--- config.mk ---
export PLATFORM = sky130hd
export DESIGN_NAME = operate_ctrl
export DESIGN_NICKNAME = d
export VERILOG_FILES = /design/src/rtl/lc3_ctrl_pkg.sv /design/src/rtl/operate_ctrl.sv
export SDC_FILE = /design/constraint.sdc
export NUM_CORES = 1
export LEC_CHECK = 0
export CORE_MARGIN = 2
export CORE_UTILIZATION = 35
export DETAILED_ROUTE_END_ITERATION = 10
export PLACE_DENSITY = 0.85
export SLEW_MARGIN = 0
export SYNTH_ARGS = -nofsm -noshare
export SYNTH_HDL_FRONTEND = slang
export SYNTH_SLANG_ARGS = --single-unit
--- constraint.sdc ---
create_clock -name clk -period 4.3 [get_ports clk]
set_input_delay 0.645 -clock clk [delete_from_list [all_inputs] [get_ports clk]]
set_output_delay 0.645 -clock clk [all_outputs]
set_load 0.03 [all_outputs]
--- src/rtl/lc3_ctrl_pkg.sv ---
// Shared types and encodings for the LC-3 operate-subset control FSM.
// Holds the state enum, opcode/ALU encodings and the decode-branch helper.
package lc3_ctrl_pkg;

   typedef enum logic [3:0] {
      StHalt      = 4'd0,
      StFetchMar  = 4'd1,
      StFetchMem  = 4'd2,
      StFetchIr   = 4'd3,
      StDecode    = 4'd4,
      StExecAdd   = 4'd5,
      StExecAnd   = 4'd6,
      StExecNot   = 4'd7,
      StPauseWait = 4'd8,
      StPauseRel  = 4'd9
   } state_t;

   localparam logic [3:0] OP_ADD   = 4'b0001;
   localparam logic [3:0] OP_AND   = 4'b0101;
   localparam logic [3:0] OP_NOT   = 4'b1001;
   localparam logic [3:0] OP_PAUSE = 4'b1101;

   localparam logic [1:0] ALU_ADD   = 2'b00;
   localparam logic [1:0] ALU_AND   = 2'b01;
   localparam logic [1:0] ALU_NOT   = 2'b10;
   localparam logic [1:0] ALU_PASSA = 2'b11;

   localparam logic [1:0] PCMUX_INC = 2'b00;

   // Unimplemented opcodes fall back to a fresh fetch; the PC was already advanced.
   function automatic state_t decode_op(input logic [3:0] op);
      state_t st;
      case (op)
         OP_ADD:   st = StExecAdd;
         OP_AND:   st = StExecAnd;
         OP_NOT:   st = StExecNot;
         OP_PAUSE: st = StPauseWait;
         default:  st = StFetchMar;
      endcase
      return st;
   endfunction

endpackage

--- src/rtl/operate_ctrl.sv ---
// Moore control FSM sequencing fetch/decode/execute for the LC-3 operate subset.
// Outputs are a pure decode of the current state (plus ir bits); reset masks all strobes.
module operate_ctrl
   import lc3_ctrl_pkg::*;
#(
   parameter int unsigned MEM_WAIT = 2,
   parameter int unsigned CNT_W    = 2
) (
   input  logic        clk,
   input  logic        reset,
   input  logic        run,
   input  logic        cont,
   input  logic [15:0] ir,
   output logic        ld_mar,
   output logic        ld_mdr,
   output logic        ld_ir,
   output logic        ld_pc,
   output logic        ld_cc,
   output logic        ld_reg,
   output logic        gate_pc,
   output logic        gate_mdr,
   output logic        gate_alu,
   output logic [1:0]  pcmux,
   output logic        drmux,
   output logic        sr1mux,
   output logic        sr2mux,
   output logic [1:0]  aluk,
   output logic        mem_rd,
   output logic [3:0]  state_dbg
);

   state_t             state_q, state_d;
   logic   [CNT_W-1:0] cnt_q, cnt_d;
   logic               cnt_last;

   // Only the opcode and the immediate-select bit steer this controller.
   logic unused_ir;
   assign unused_ir = ^{ir[11:6], ir[4:0]};

   assign cnt_last = (cnt_q == CNT_W'(MEM_WAIT - 1));

   always_ff @(posedge clk) begin
      if (reset) begin
         state_q <= StHalt;
         cnt_q   <= '0;
      end else begin
         state_q <= state_d;
         cnt_q   <= cnt_d;
      end
   end

   // Counter is zero everywhere except while counting memory wait cycles.
   always_comb begin
      state_d = state_q;
      cnt_d   = '0;
      unique case (state_q)
         StHalt: begin
            if (run) state_d = StFetchMar;
         end
         StFetchMar: state_d = StFetchMem;
         StFetchMem: begin
            if (cnt_last) state_d = StFetchIr;
            else          cnt_d   = cnt_q + CNT_W'(1);
         end
         StFetchIr:  state_d = StDecode;
         StDecode:   state_d = decode_op(ir[15:12]);
         StExecAdd,
         StExecAnd,
         StExecNot:  state_d = StFetchMar;
         StPauseWait: begin
            if (cont) state_d = StPauseRel;
         end
         StPauseRel: begin
            if (!cont) state_d = StFetchMar;
         end
         default:    state_d = StHalt;
      endcase
   end

   always_comb begin
      ld_mar   = 1'b0;
      ld_mdr   = 1'b0;
      ld_ir    = 1'b0;
      ld_pc    = 1'b0;
      ld_cc    = 1'b0;
      ld_reg   = 1'b0;
      gate_pc  = 1'b0;
      gate_mdr = 1'b0;
      gate_alu = 1'b0;
      pcmux    = PCMUX_INC;
      drmux    = 1'b0;
      sr1mux   = 1'b0;
      sr2mux   = 1'b0;
      aluk     = ALU_ADD;
      mem_rd   = 1'b0;
      unique case (state_q)
         StFetchMar: begin
            gate_pc = 1'b1;
            ld_mar  = 1'b1;
            ld_pc   = 1'b1;
         end
         StFetchMem: begin
            mem_rd = 1'b1;
            ld_mdr = cnt_last;
         end
         StFetchIr: begin
            gate_mdr = 1'b1;
            ld_ir    = 1'b1;
         end
         StExecAdd, StExecAnd: begin
            gate_alu = 1'b1;
            ld_reg   = 1'b1;
            ld_cc    = 1'b1;
            sr1mux   = 1'b1;
            sr2mux   = ir[5];
            aluk     = (state_q == StExecAnd) ? ALU_AND : ALU_ADD;
         end
         StExecNot: begin
            gate_alu = 1'b1;
            ld_reg   = 1'b1;
            ld_cc    = 1'b1;
            sr1mux   = 1'b1;
            aluk     = ALU_NOT;
         end
         default: ;
      endcase
      // A reset arriving mid-execute must not let the register write through.
      if (reset) begin
         ld_mar   = 1'b0;
         ld_mdr   = 1'b0;
         ld_ir    = 1'b0;
         ld_pc    = 1'b0;
         ld_cc    = 1'b0;
         ld_reg   = 1'b0;
         gate_pc  = 1'b0;
         gate_mdr = 1'b0;
         gate_alu = 1'b0;
         sr1mux   = 1'b0;
         sr2mux   = 1'b0;
         aluk     = ALU_ADD;
         mem_rd   = 1'b0;
      end
   end

   assign state_dbg = state_q;

endmodule

==> run metrics <==
Fin. Hold Viols 0; htree depth 1; synth unique cells 29; cell accounting for the most synthesized area dfxtp_1; EDFF count, synth 0; f_max 301 MHz; Die W 43.2 um; Total GRT Usage 15.1%; Max Cap Violations 0; post-DP HPWL 971 um; PwrDens 523 mW/mm2; GRT Max-Usage Layer met2; Vias 535; Worst setup SP type input pin; clock sink count 6; status finished clean; Total Power 0.395 mW; post-placement cell count 100; Rows 14; top cell type's share of synthesized area 22.3%; Cells after Synth 69; # IOs 41; Synth Register Bits 6; TritonCTS clock tree built; ys async rst share 0%; area grow syn2layout 40.5%; Synth area leaders dfxtp_1 22%, buf_4 13%, nor3_1 8.4%; Initial DRC Count 9; hold buffer count at cts 0; top_reg_cell synth dfxtp_1; Pre-Repair DR Iteration Count 3; pre-CTS WS 0.965 ns; filler cell count 159; YS warnings 0; sequential fraction of the synthesis area 22.3%; CTS Root Cell clkbuf_4; drt via density 5.19; total CTS buffers 3; Skew-Pair Late Insertion Delay 0.25 ns; worst path required time 3.65 ns; Detail Route Antenna Nets 0; Port-buffer cells 26; element type at the critical path end output pin; drt total wl 1210 um; largest net degree at the start of global routing 14; CTS max path bufs 2; critical-path maximum fanout 9; GR Util met2 25.7%; first-pass GRT wire length 2080 um; worst setup margin 0.978 ns; Placeable Area 0.00147 mm2; WS Path Type input pin to output pin; initial antenna violation count 0; PostCTS Resize Cnt 0; grt ovf 0; Nets 110; placer congestion estimate 0.836; Antenna Cells 0; Avg Inst Size Synth 7.80 um2; multi-input logic area 318 um2; M3 GR Usage 4.26%; final setup violation count 0; static leakage 0.260 nW; sequential standard cell area 120 um2; DIE HEIGHT 43.2 um; Peak VDD IR 0.217 mV; clock slew at reported path FFs 0.05 ns; DRC viols 0; RSZ-0062 raised after global routing no; Post-CTS Setup Bufs 0; proportion of layout cells with a drive suffix above 1 8.05%; vias in the first global route 501; GR met1 Demand/Resource 16.2%; setup tns final 0 ns; Avg WL per Cell 11.8 um; most frequent cells after synthesis 9 x buf_4, 9 x nor3_1, 7 x nor2_1; clock skew 0.00572 ns; Post-Syn Area 538 um2; Non-Filler Instances 103; Die ar. 0.00187 mm2; Hold Crit Class flop to flop; Initial Utilization 36.6%; Slew Limit Fails 0; period utilization 77.3%; Critical Path AT 2.68 ns; Tmin final 3.32 ns
metal layers:
metal / vias up / share of wire, %
met5: - / 0
met4: 0 / 0
met3: 0 / 5.4
met2: 20 / 55
met1: 251 / 40
li1: 264 / -
worst paths after layout:
check                from            to  slack [ns]  depth (start not counted)
max                 reset        ld_reg        0.98                          4
min              cnt_q[0]      cnt_q[0]        0.42                          1
max reg2reg  state_dbg[3]  state_dbg[0]        2.77                          4
min reg2reg      cnt_q[0]      cnt_q[0]        0.42                          1
logic make-up (layout without fill, tap and decap cells):
logic type               count (synthesis)  count (layout)  share of synthesized area (%)
AND/OR/NAND/NOR                         33              33                           37.0
buffers and inverters                   17              33                           20.0
AO/OA/AOI/OAI                            7               7                           10.7
flip-flops                               6               6                           22.3
XOR/XNOR                                 2               2                           3.26
multiplexers                             2               2                           3.72
adder cells (fa/ha/maj)                  1               1                           2.33
other                                    1               3                          0.697
report_power, final:
group	total [mW]	internal [mW]	switching, mW
Clock	0.0532	0.0316	0.0216
Combinational	0.239	0.104	0.135
Sequential	0.103	0.0696	0.0333
Total	0.395	0.205	0.190
worst max-delay path, cell delays in order:
cell and delay (ns):
clkdlybuf4s50_1 0.56, or2b_1 0.33, nor3_1 0.39, clkdlybuf4s50_1 0.76
state kept, by name, summed over array words and instances, names as in the netlist:
register,flops
state_dbg,4
cnt_q,2
metrics by stage:
step           hold slack (ns)  utilization, %  area, um2
2_1_floorplan            0.404               -        546
3_3_place_gp             0.415            49.8        733
3_5_place_dp             0.424            49.8        733
4_1_cts                  0.430            51.4        756
5_1_grt                  0.446            51.4        756
6_report                 0.424            51.4        756
placed cells by master (no fill, tap or decap), types with 2 or more instances in the layout:
cell | netlist | final
a21oi_1 | 3 | 3
clkbuf_4 | 0 | 3
mux2i_1 | 2 | 2
nor2_1 | 7 | 7
conb_1 | 1 | 3
inv_1 | 4 | 4
dfxtp_1 | 6 | 6
nand3_1 | 2 | 2
nand2b_1 | 5 | 5
or4_1 | 2 | 2
clkdlybuf4s50_1 | 0 | 26
nor3_1 | 9 | 9
layout make-up:
class / count / share of cell area, %
Timing Repair Buffer: 26 / 34.4
Tap cell: 16 / 2.65
Sequential cell: 6 / 15.9
Inverter: 4 / 1.99
Multi-Input combinational cell: 48 / 42.1
Clock buffer: 3 / 2.98
No activity file was read; power rests on OpenSTA's default activity.
